## config.mk

```make
export PLATFORM = sky130hd
export DESIGN_NAME = fb_burst_responder_flat
export DESIGN_NICKNAME = d
export VERILOG_FILES = /design/src/rtl/fb_burst_responder_pkg.sv /design/src/rtl/fb_burst_responder_if.sv /design/src/rtl/fb_burst_responder.sv /design/src/flat_wrapper.sv
export SDC_FILE = /design/constraint.sdc
export NUM_CORES = 1
export LEC_CHECK = 0
export ABC_AREA = 1
export ABC_CLOCK_PERIOD_IN_PS = 1950
export BUFFER_PORTS_ARGS = -buffer_cell sky130_fd_sc_hd__buf_2
export CAP_MARGIN = 20
export CORE_MARGIN = 1.5
export CORE_UTILIZATION = 46
export CTS_CLUSTER_DIAMETER = 30
export CTS_CLUSTER_SIZE = 14
export DETAILED_ROUTE_END_ITERATION = 6
export MAX_ROUTING_LAYER = met4
export PLACE_DENSITY = 0.87
export SLEW_MARGIN = 10
export SYNTH_ARGS = -nofsm -noshare
export SYNTH_HDL_FRONTEND = slang
export SYNTH_SLANG_ARGS = --single-unit
```

## constraint.sdc

```tcl
create_clock -name clkSYS -period 1.95 [get_ports clkSYS]
set_clock_uncertainty 0.15 [all_clocks]
set_input_delay 0.39 -clock clkSYS [delete_from_list [all_inputs] [get_ports clkSYS]]
set_output_delay 0.39 -clock clkSYS [all_outputs]
set_load 0.01 [all_outputs]
```

## src/rtl/fb_burst_responder_pkg.sv

```systemverilog
// ---------------------------------------------------------------------------
// fb_mem_pkg
// Shared constants and types for the framebuffer read responder.
//   FB_BASE_HI      : expected value of addr[23:20] for a framebuffer access
//   BURST_DEFAULT   : default number of words returned per accepted request
//   fb_resp_state_t : responder FSM state encoding
// ---------------------------------------------------------------------------
package fb_mem_pkg;

    localparam logic [3:0] FB_BASE_HI    = 4'hf;
    localparam int         BURST_DEFAULT = 4;

    typedef enum logic [0:0] {
        IDLE   = 1'b0,
        ACCESS = 1'b1
    } fb_resp_state_t;

endpackage : fb_mem_pkg

```

## src/rtl/fb_burst_responder_if.sv

```systemverilog
// ---------------------------------------------------------------------------
// fb_burst_responder_if
// Request/response bundle between the TFT pixel fetcher (master) and the
// framebuffer responder (slave).
//   req      : master wants one burst (may stay high across bursts)
//   rdy      : slave can accept
//   addr     : burst start address, sampled only on accept
//   data     : returned word, valid while ifrdy is high, held until next ifrdy
//   ifrdy    : one-cycle strobe per returned word
//   busy     : accept through last ifrdy, inclusive
//   bad_addr : sticky out-of-framebuffer address flag
//
// Handshake: a burst is accepted in every cycle where req & rdy is high.
// rdy depends only on responder state, never on req, so the requester may
// derive req from rdy without creating a combinational loop. Once accepted,
// a burst always completes and produces exactly BURST ifrdy strobes; there is
// no back-pressure on the returned words.
// ---------------------------------------------------------------------------
interface fb_burst_responder_if;

    logic        req;
    logic        rdy;
    logic [23:0] addr;
    logic [15:0] data;
    logic        ifrdy;
    logic        busy;
    logic        bad_addr;

    modport master (
        output req,
        output addr,
        input  rdy,
        input  data,
        input  ifrdy,
        input  busy,
        input  bad_addr
    );

    modport slave (
        input  req,
        input  addr,
        output rdy,
        output data,
        output ifrdy,
        output busy,
        output bad_addr
    );

endinterface : fb_burst_responder_if

```

## src/rtl/fb_burst_responder.sv

```systemverilog
// ---------------------------------------------------------------------------
// fb_burst_responder
// Memory-side responder for the TFT framebuffer read port. Each accepted
// request reads BURST consecutive 16-bit words from an asynchronous SRAM,
// starting at the BURST-aligned address, and returns them one strobe each.
// Every word access lasts WAIT+1 cycles.
//
// Ports:
//   clkSYS     : system clock
//   n_reset    : asynchronous active-low reset
//   fb         : request/response bundle (slave side)
//   sram_addr  : SRAM word address (0 while idle)
//   sram_dq    : SRAM read data
//   sram_ce_n  : SRAM chip enable, active low
//   sram_oe_n  : SRAM output enable, active low
//   dbg_state  : current FSM state, for observation only
//
// Parameters: BURST (power of two, 2..16), WAIT (0..15), AW (SRAM address bits)
// ---------------------------------------------------------------------------
module fb_burst_responder
    import fb_mem_pkg::*;
#(
    parameter int BURST = BURST_DEFAULT,
    parameter int WAIT  = 1,
    parameter int AW    = 20
) (
    input  logic           clkSYS,
    input  logic           n_reset,
    fb_burst_responder_if.slave fb,
    output logic [AW-1:0]  sram_addr,
    input  logic [15:0]    sram_dq,
    output logic           sram_ce_n,
    output logic           sram_oe_n,
    output fb_resp_state_t dbg_state
);

    localparam int IW = $clog2(BURST);  // word index width inside a burst
    localparam int WW = 4;              // wait counter width, covers WAIT up to 15

    fb_resp_state_t  state_q, state_d;
    logic [IW-1:0]   idx_q, idx_d;
    logic [WW-1:0]   wc_q, wc_d;
    logic [AW-IW-1:0] base_q, base_d;   // aligned base, low IW bits implied zero
    logic [15:0]     data_q, data_d;
    logic            ifrdy_q, ifrdy_d;
    logic            bad_q, bad_d;

    logic accept;
    logic word_done;
    logic last_word;

    assign accept    = fb.req && (state_q == IDLE);
    assign word_done = (state_q == ACCESS) && (wc_q == WW'(WAIT));
    assign last_word = (idx_q == IW'(BURST - 1));

    // State register and datapath registers
    always_ff @(posedge clkSYS or negedge n_reset) begin
        if (!n_reset) begin
            state_q <= IDLE;
            idx_q   <= '0;
            wc_q    <= '0;
            base_q  <= '0;
            data_q  <= '0;
            ifrdy_q <= 1'b0;
            bad_q   <= 1'b0;
        end else begin
            state_q <= state_d;
            idx_q   <= idx_d;
            wc_q    <= wc_d;
            base_q  <= base_d;
            data_q  <= data_d;
            ifrdy_q <= ifrdy_d;
            bad_q   <= bad_d;
        end
    end

    // Next-state logic
    always_comb begin
        state_d = state_q;
        case (state_q)
            IDLE:    if (accept) state_d = ACCESS;
            ACCESS:  if (word_done && last_word) state_d = IDLE;
            default: state_d = IDLE;
        endcase
    end

    // Word timer and capture path. The capture on the last word and the
    // transition to IDLE happen on the same edge, so the last strobe lands in
    // the first IDLE cycle and a new request can be accepted right there.
    always_comb begin
        idx_d   = idx_q;
        wc_d    = wc_q;
        base_d  = base_q;
        data_d  = data_q;
        ifrdy_d = 1'b0;
        bad_d   = bad_q;
        if (accept) begin
            idx_d  = '0;
            wc_d   = '0;
            base_d = fb.addr[AW-1:IW];
            if (fb.addr[23:20] != FB_BASE_HI) bad_d = 1'b1;
        end else if (state_q == ACCESS) begin
            if (word_done) begin
                wc_d    = '0;
                idx_d   = idx_q + 1'b1;
                data_d  = sram_dq;
                ifrdy_d = 1'b1;
            end else begin
                wc_d = wc_q + 1'b1;
            end
        end
    end

    // Outputs. The base is aligned, so concatenating the index is base + idx.
    always_comb begin
        fb.rdy    = (state_q == IDLE);
        sram_ce_n = (state_q != ACCESS);
        sram_oe_n = (state_q != ACCESS);
        sram_addr = (state_q == ACCESS) ? {base_q, idx_q} : '0;
    end

    assign fb.data     = data_q;
    assign fb.ifrdy    = ifrdy_q;
    assign fb.busy     = accept || (state_q == ACCESS) || ifrdy_q;
    assign fb.bad_addr = bad_q;
    assign dbg_state   = state_q;

endmodule : fb_burst_responder

```

## src/flat_wrapper.sv

```systemverilog
// flat-port wrapper written by rule: the top's interface ports become plain ports
module fb_burst_responder_flat import fb_mem_pkg::*;
#(
    parameter int BURST = BURST_DEFAULT,
    parameter int WAIT  = 1,
    parameter int AW    = 20
)
  (clkSYS, n_reset, sram_addr, sram_dq, sram_ce_n, sram_oe_n, dbg_state, fb_req, fb_addr, fb_rdy, fb_data, fb_ifrdy, fb_busy, fb_bad_addr);
  fb_burst_responder_if fb_i ();
  input  logic clkSYS;
  input  logic n_reset;
  output logic [AW-1:0] sram_addr;
  input  logic [15:0] sram_dq;
  output logic sram_ce_n;
  output logic sram_oe_n;
  output fb_resp_state_t dbg_state;
  input wire logic [$bits(fb_i.req)-1:0] fb_req;
  input wire logic [$bits(fb_i.addr)-1:0] fb_addr;
  output wire logic [$bits(fb_i.rdy)-1:0] fb_rdy;
  output wire logic [$bits(fb_i.data)-1:0] fb_data;
  output wire logic [$bits(fb_i.ifrdy)-1:0] fb_ifrdy;
  output wire logic [$bits(fb_i.busy)-1:0] fb_busy;
  output wire logic [$bits(fb_i.bad_addr)-1:0] fb_bad_addr;
  assign fb_i.req = fb_req;
  assign fb_i.addr = fb_addr;
  assign fb_rdy = fb_i.rdy;
  assign fb_data = fb_i.data;
  assign fb_ifrdy = fb_i.ifrdy;
  assign fb_busy = fb_i.busy;
  assign fb_bad_addr = fb_i.bad_addr;
  fb_burst_responder #(.BURST(BURST), .WAIT(WAIT), .AW(AW)) u_core (.clkSYS(clkSYS), .n_reset(n_reset), .fb(fb_i), .sram_addr(sram_addr), .sram_dq(sram_dq), .sram_ce_n(sram_ce_n), .sram_oe_n(sram_oe_n), .dbg_state(dbg_state));
endmodule
```

==> out/metrics.yaml, run 1 <==
ioPinCount: 86
syn_area_mm2: 0.00188
ys.flop_type: "dfrtp_1"
dieArea_mm2: 0.00447
grt_max_degree: 25
cts.sinks: 43
die_h_um: 66.9
tritoncts: "yes"
worstSetupStartpointType: "flip-flop"
fmax_ghz: 0.536
layout.nets: 366
drtAntennaViolNets: 0
synthToLayoutAreaGrowth_pct: 29.8
arrival_ps: 1330
path_clk_slew_ps: 70
rsz0062_at_grt: "false"
crit_slowest_cell: "dfrtp_1"
ys_types: 17
ir_worst_vdd_mv: 0.797
max_cap_viol_count: 0
critical_path.cell_chain: "nor2_4 -> inv_1 -> or2_2 -> buf_2"
synth_top_area_share_pct: 57.4
dp.cells: 362
hold_viol_final: 0
crit_fanout: 4
slowest_delay_ps: 410
rows: 23
core-area_mm2: 0.00397
drc: 0
antenna_found_initial: 0
viasPerCell: 4.48
crit_required_ps: 1410
hp-class: "in -> reg"
synthMostInstantiatedCell: "nand2_1"
seq_area_frac_synth_pct: 57.4
clock_latency_ps: 290
overflow: 0
grt_pass1_wl_um: 6400
fin_tns_setup_ps: 0
syn_nets: 281
period_share_pct: 95.7
p_leak_nw: 1.55
final_layout_size_suffix_gt1_share_pct: 30.5
ff_latch_area_mm2: 0.00108
synth_seq_cells: 43
yosys-top-cells-count: "135 x nand2_1, 43 x dfrtp_1, 25 x inv_1"
chipWidth_um: 66.9
ys_warn_count: 0
cts_root_buffer: "clkbuf_8"
whs_ps: 140
synthTopCellsByArea: "dfrtp_1 57%, nand2_1 27%, inv_1 5.0%"
io_buffers: 83
tightest_slew_ps: 501
hpwlAfterDp_um: 2920
final-setup-viol-count: 0
status: "finished clean"
crit_type: "reg -> out"
ctsHtreeMaxLevel: 2
stdcell_count: 371
slew_headroom_pct: 66.6
grt_use_total_pct: 19.8
cp-end-kind: "primary output"
routed_wl_um: 3930
period_minus_slack_ps: 1870
vias: 1661
grt_pass1_vias: 1535
power_density_mw_per_mm2: 1510
yosys.area.top_type: "dfrtp_1"
multi_input_area_um2: 641
wl_per_cell_um: 10.6
syn_inst: 235
syn_area_per_cell_um2: 7.98
clockBufferDepth: 2
diodes: 0
drt_iter0_drc: 57
dr.pass1.iters: 4
n_fill_cell: 369
synth_edf_count: 0
async_flop_share_pct: 100
gp_congestion: 0.737
initial_utilization_pct: 47.2
report.final.slew_viol_count: 0
cts_made_buffers: 5
post-route-util_pct: 61.3
==> placed cells by master, fill, tap and decap left out, types with 2 or more instances in the layout <==
master / synthesis / final
clkbuf_1: 2 / 2
nand4_1: 2 / 2
dfrtp_1: 43 / 43
ha_1: 3 / 3
buf_4: 3 / 3
inv_1: 25 / 25
nand2_1: 135 / 135
nor2_1: 3 / 2
nand3_1: 3 / 3
clkbuf_8: 0 / 5
buf_2: 4 / 83
o21ai_0: 4 / 4
inv_2: 3 / 3
==> worst max-delay path: cells and delay by family (launching register included) <==
| family | cells | cell delay (ps) |
|---|---|---|
| simple gates | 2 | 420 |
| buf+inv | 2 | 220 |
| flops | 1 | 410 |
==> layout make-up <==
type | count | share of cell area [%]
clock inverter | 1 | 0.206
tap | 50 | 2.57
timing repair buffer | 88 | 19.2
clock buffer | 7 | 3.14
multi-input combinational | 154 | 26.3
sequential | 43 | 44.2
inverter | 28 | 4.32
==> kinds of logic (layout without fill, tap and decap cells) <==
logic type	Yosys count	after routing	synth area share (%)
adder cells (fa/ha/maj)	3	3	2.00
buffers and inverters	38	124	8.87
AO/OA/AOI/OAI	6	6	1.87
AND/OR/NAND/NOR	144	144	29.4
XOR/XNOR	1	1	0.467
flip-flops	43	43	57.4
==> routing by layer <==
layer	track usage, %	wire length [um]	vias to the layer above
met5	-	0	-
met4	6.63	48	0
met3	5.74	238	6
met2	34.6	1990	55
met1	21.6	1650	743
li1	-	-	857
==> sequential cells by signal, summed over array words and instances (netlist names) <==
register / count
u_core.idx_q: 2
u_core.wc_q: 4
u_core.fb.bad_addr: 1
u_core.base_q: 18
u_core.dbg_state: 1
u_core.fb.ifrdy: 1
u_core.fb.data: 16
==> final timing paths <==
path,from,end,slack [ps],cells past startpoint
max in group asynchronous,n_reset,u_core.base_q[10]$_DFFE_PN0P_,720,3
worst min register to register,u_core.fb.bad_addr$_DFFE_PN0P_,u_core.fb.bad_addr$_DFFE_PN0P_,310,1
worst max register to register,u_core.dbg_state$_DFF_PN0_,u_core.fb.bad_addr$_DFFE_PN0P_,170,5
worst max-delay path,u_core.dbg_state$_DFF_PN0_,fb_busy,80,4
min in group asynchronous,n_reset,u_core.base_q[6]$_DFFE_PN0P_,450,2
worst min-delay path,sram_dq[2],u_core.fb.data[2]$_DFFE_PN0P_,140,3
==> where the power goes <==
part / internal [mW] / total (mW) / switching (mW)
registers: 1.31 / 1.56 / 0.249
clock network: 0.251 / 0.527 / 0.276
logic: 0.657 / 1.58 / 0.927
total: 2.21 / 3.67 / 1.45
==> per-stage QoR <==
stage                     power [mW]  setup WS (ps)  area (um^2)
after floorplan                 2.55            375         1880
after global placement          3.07            191         2330
after detailed placement        3.17            182         2330
after CTS                       3.71           41.0         2430
after global routing            4.02           2.00         2430
final                           3.67           83.9         2430
==> what timing repair did <==
action / in CTS / in global routing
buffers inserted: 0 / 0
gates resized for setup: 1 / 1
setup endpoints to repair: 1 / 1
endpoints found under the hold margin: 21 / 0
hold buffers: 1 / 0
Note: power is estimated with default switching activity, not from simulation.
==> run 2, diff against run 1 <==
Settings changed: ABC_AREA 1 to unset.
==> run 2 against run 1 <==
Effect of this change: critical path depth shrank 2; die area shrank 0.70%; register-to-register slack gained 110 ps; synthesized area shrank 0.73%; count of clock-buffer cells in the layout shrank 1; global-route usage shrank 1.9 points; cell count shrank 27%; sequential power is essentially flat; core utilization grew 2.7 points; hold slack gained 40 ps; final area shrank 0.82%; critical endpoint unchanged; largest power group unchanged.
==> out/metrics.yaml, run 2 <==
status: "finished clean"
drt_iter0_drc: 34
drc: 0
antenna_found_initial: 0
crit_type: "reg -> out"
async_flop_share_pct: 100
grt_pass1_vias: 1329
tightest_slew_ps: 306
ir_worst_vdd_mv: 0.882
slew_headroom_pct: 79.6
stdcell_count: 272
final_layout_size_suffix_gt1_share_pct: 59.8
yosys-top-cells-count: "43 x dfrtp_1, 34 x mux2_2, 20 x and2_1"
cts_root_buffer: "clkbuf_8"
period_share_pct: 94.7
diodes: 0
power_density_mw_per_mm2: 1550
crit_fanout: 9
seq_area_frac_synth_pct: 57.8
ioPinCount: 86
wl_met2_um: 1700
largest_reg_flops: 18
overflow: 0
report.final.slew_viol_count: 0
ys.flop_type: "dfrtp_1"
routed_wl_um: 3480
grt_pass1_wl_um: 5770
final_area_mm2: 0.00241
viasPerCell: 4.88
drtAntennaViolNets: 0
synth_top_area_share_pct: 57.8
postCtsSetupRepairBufs: 0
clock_latency_ps: 290
arrival_ps: 1310
met1Wirelength_um: 1470
dp.cells: 264
layout.nets: 270
dieArea_mm2: 0.00444
wl_per_cell_um: 12.8
layout_common_cells: "83 x buf_2, 43 x dfrtp_1, 34 x mux2_2, 20 x and2_1, 8 x buf_4"
grt_use_total_pct: 17.9
final_common_cell: "buf_2"
cts_made_buffers: 5
die_h_um: 66.6
fmax_ghz: 0.542
core-area_mm2: 0.00377
rsz0062_at_grt: "false"
dr.pass1.iters: 3
syn_nets: 180
max_cap_viol_count: 0
path_clk_slew_ps: 80
ctsHtreeMaxLevel: 2
ys_types: 28
syn_area_per_cell_um2: 13.9
hold_viol_final: 0
p_total_mw: 3.74
synthToLayoutAreaGrowth_pct: 29.6
period_minus_slack_ps: 1850
hp-class: "in -> reg"
cts.sinks: 43
wl_met3_um: 286
initial_utilization_pct: 49.4
synth_edf_count: 0
whs_ps: 179
tritoncts: "yes"
gp_congestion: 0.834
n_fill_cell: 302
chipWidth_um: 66.6
syn_area_mm2: 0.00186
worstSetupStartpointType: "flip-flop"
fin_tns_setup_ps: 0
io_buffers: 83
synth_seq_cells: 43
hpwlAfterDp_um: 2760
crit_required_ps: 1410
p_leak_nw: 1.22
vias: 1326
yosys.area.top_type: "dfrtp_1"
cp-end-kind: "primary output"
clockBufferDepth: 2
synthTopCellsByArea: "dfrtp_1 58%, mux2_2 21%, and2_1 6.7%"
syn_inst: 134
top_layer: "met4"
place_area_mm2: 0.00232
synthMostInstantiatedCell: "dfrtp_1"
grt_max_degree: 18
cts.repair.resized: 0
rows: 22
ys_warn_count: 0
cts_hold_buf: 1
top_register: "u_core.base_q"
final-setup-viol-count: 0
## run 2: cell types whose count changed in the layout (fill, tap and decap cells not counted), moves of 2 or more
cell | before | now
o31ai_1 | 0 | 2
buf_4 | 3 | 8
clkbuf_1 | 2 | 0
nand3_1 | 3 | 1
mux2_2 | 0 | 34
inv_2 | 3 | 0
and2_1 | 0 | 20
nand2_1 | 135 | 5
inv_1 | 25 | 2
o21ai_0 | 4 | 2
## run 2: path summary, 6_finish.rpt
kind	startpoint	endpoint	slack [ps]	cells after the start
min in group asynchronous	n_reset	u_core.dbg_state$_DFF_PN0_	370	2
max reg2reg	u_core.wc_q[1]$_DFFE_PN0P_	u_core.fb.data[9]$_DFFE_PN0P_	280	5
min reg2reg	u_core.fb.bad_addr$_DFFE_PN0P_	u_core.fb.bad_addr$_DFFE_PN0P_	310	1
max	u_core.dbg_state$_DFF_PN0_	fb_busy	100	2
min	fb_req	u_core.wc_q[1]$_DFFE_PN0P_	180	2
max in group asynchronous	n_reset	u_core.idx_q[1]$_DFFE_PN0P_	760	3
## run 2: power by group
part,switching (mW),internal (mW)
registers,0.235,1.33
logic,0.712,0.916
clock network,0.271,0.278
total,1.22,2.53
## run 2: kinds of logic (layout without fill, tap and decap cells)
| family | Yosys count | count (layout) | share of synthesized area [%] |
|---|---|---|---|
| DFF | 43 | 43 | 57.8 |
| muxes | 35 | 35 | 21.4 |
| and+or+nand+nor | 33 | 33 | 10.6 |
| buffers and inverters | 11 | 101 | 4.77 |
| AOI/OAI and AO/OA | 7 | 7 | 2.49 |
| adders and majority gates | 3 | 3 | 2.02 |
| xor gates and xnor gates | 2 | 2 | 0.941 |
## run 2: per-layer routing
metal	global-route usage, %	up-vias
li1	-	635
met1	19.2	624
met2	32.0	61
met3	6.08	6
met4	3.83	0
met5	-	-
## run 2: worst max-delay path, cell delays in order (launching register included)
cell and delay [ps]:
dfrtp_1 470, or3_1 400, buf_2 150
## run 2: area by class of cell
type | instances | area [um^2] | share of cell area (%)
Clock inverter | 1 | 5.00 | 0.207
Sequential cell | 43 | 1080 | 44.6
Clock buffer | 6 | 82.6 | 3.42
Timing Repair Buffer | 92 | 485 | 20.1
Multi-Input combinational cell | 80 | 697 | 28.9
Tap cell | 48 | 60.1 | 2.49
Inverter | 2 | 7.51 | 0.311
## run 2: per-stage QoR
stage          setup WS [ps]  util, %
2_1_floorplan            349        -
3_3_place_gp             317     61.4
3_5_place_dp             282     61.4
4_1_cts                 88.1     64.0
5_1_grt                 49.4     64.0
6_report                 104     64.0
==> run 3, diff against run 2 <==
Settings changed: CORE_UTILIZATION 46 to 29, PLACE_DENSITY 0.87 to 0.62.
==> run 3 against run 2 <==
Effect of this change: sequential power hardly changed; largest cell class unchanged; largest power group unchanged; highest routed layer unchanged; core utilization shrank 25 points; sequential cell count is the same.
==> out/metrics.yaml, run 3 (synthesized netlist as in run 2, its figures left out) <==
report.final.slew_viol_count: 0
die_h_um: 83.1
period_minus_slack_ps: 1830
cts_made_buffers: 5
path_delay_family: "flip-flops"
drtAntennaViolNets: 0
hpwlAfterDp_um: 2520
crit_buf_inv: 1
final_layout_size_suffix_gt1_share_pct: 58.8
fin_tns_setup_ps: 0
drc: 0
crit_fanout: 8
clock_latency_ps: 280
cts_root_buffer: "clkbuf_8"
critical_path.cell_chain: "or3_1 -> buf_2"
fmax_ghz: 0.548
p_leak_nw: 1.20
ir_worst_vdd_mv: 0.535
viasPerCell: 4.36
rsz0062_at_grt: "false"
dieArea_mm2: 0.00691
grt_pass1_vias: 1360
hp-class: "in -> reg"
chipWidth_um: 83.1
power_density_mw_per_mm2: 1500
io_buffers: 83
vias: 1300
ioPinCount: 86
core-area_mm2: 0.00628
ctsHtreeMaxLevel: 2
grt_pass1_wl_um: 6070
drt_iter0_drc: 36
dr.pass1.iters: 3
crit_slowest_cell: "dfrtp_1"
grt_max_degree: 24
post-route-util_pct: 38.9
final-setup-viol-count: 0
status: "finished clean"
cts.repair.resized: 0
initial_utilization_pct: 29.7
pwr-share-comb_pct: 44.2
switching_share_pct: 32.2
max_cap_viol_count: 0
path_clk_slew_ps: 70
crit_type: "reg -> out"
rows: 29
cts.sinks: 43
tightest_slew_ps: 533
pwr-share-clk_pct: 13.8
crit_required_ps: 1410
layout.nets: 268
final_common_cell: "buf_2"
largest_reg_flops: 18
overflow: 0
cp-end-kind: "primary output"
switchingPower_mw: 1.18
synthToLayoutAreaGrowth_pct: 31.3
wl_per_cell_um: 11.4
worstSetupStartpointType: "flip-flop"
layout_common_cells: "83 x buf_2, 43 x dfrtp_1, 34 x mux2_2, 20 x and2_1"
pwr-share-seq_pct: 42.1
arrival_ps: 1290
grt_use_total_pct: 11.2
clockBufferDepth: 2
period_share_pct: 93.6
antenna_found_initial: 0
internal-power_mw: 2.49
slew_headroom_pct: 64.5
hold_viol_final: 0
slowest_delay_ps: 480
diodes: 0
routed_wl_um: 3390
tritoncts: "yes"
top_register: "u_core.base_q"
gp_congestion: 0.664
-- run 3: cell types whose count changed in the layout (fill, tap and decap cells not counted) --
cell      delta
clkbuf_8     -1
buf_4        -4
clkinv_2     -1
clkbuf_1     +1
buf_12       +2
-- run 3: timing repair --
action / in CTS / in global routing
setup buffers: 0 / 0
hold buffers: 1 / 0
endpoints found under the hold margin: 22 / 0
-- run 3: layout make-up --
type / instances / area [um^2]
Fill cell: 619 / 3830
Sequential cell: 43 / 1080
Multi-Input combinational cell: 80 / 697
Timing Repair Buffer: 90 / 495
Tap cell: 77 / 96.3
Clock buffer: 6 / 72.6
Inverter: 2 / 7.51
-- run 3: power groups by stage --
stage | clock network [mW] | logic (mW) | registers (mW)
after global placement | 0 | 1.62 | 1.56
final | 0.506 | 1.62 | 1.55
after floorplan | 0 | 1.03 | 1.63
after CTS | 0.539 | 1.66 | 1.55
after detailed placement | 0 | 1.65 | 1.57
after global routing | 0.569 | 1.81 | 1.62
-- run 3: worst paths after layout --
kind	endpoint	slack [ps]	cells past startpoint	start
worst max-delay path	fb_busy	120	2	u_core.dbg_state$_DFF_PN0_
worst min-delay path	u_core.wc_q[1]$_DFFE_PN0P_	170	2	fb_req
worst max register to register	u_core.fb.data[15]$_DFFE_PN0P_	280	5	u_core.wc_q[1]$_DFFE_PN0P_
worst min register to register	u_core.fb.bad_addr$_DFFE_PN0P_	310	1	u_core.fb.bad_addr$_DFFE_PN0P_
max in group asynchronous	u_core.base_q[8]$_DFFE_PN0P_	690	3	n_reset
min in group asynchronous	u_core.fb.data[14]$_DFFE_PN0P_	470	2	n_reset
-- run 3: per-layer routing --
| layer | up-vias | wire length, um | track usage, % |
|---|---|---|---|
| met4 | 0 | 27 | 3.64 |
| met5 | - | 0 | - |
| met3 | 4 | 249 | 3.48 |
| met2 | 55 | 1630 | 18.0 |
| met1 | 617 | 1490 | 13.4 |
| li1 | 624 | - | - |
-- run 3: metrics by stage --
stage	hold slack (ps)	cell area (um^2)	total power, mW	worst slack (ps)	std cells
6_report	170	2440	3.68	124	298
3_3_place_gp	256	2360	3.18	299	291
4_1_cts	162	2440	3.76	100	298
2_1_floorplan	-55.6	1860	2.66	349	134
3_5_place_dp	260	2360	3.23	276	291
5_1_grt	175	2440	4.00	19.3	298
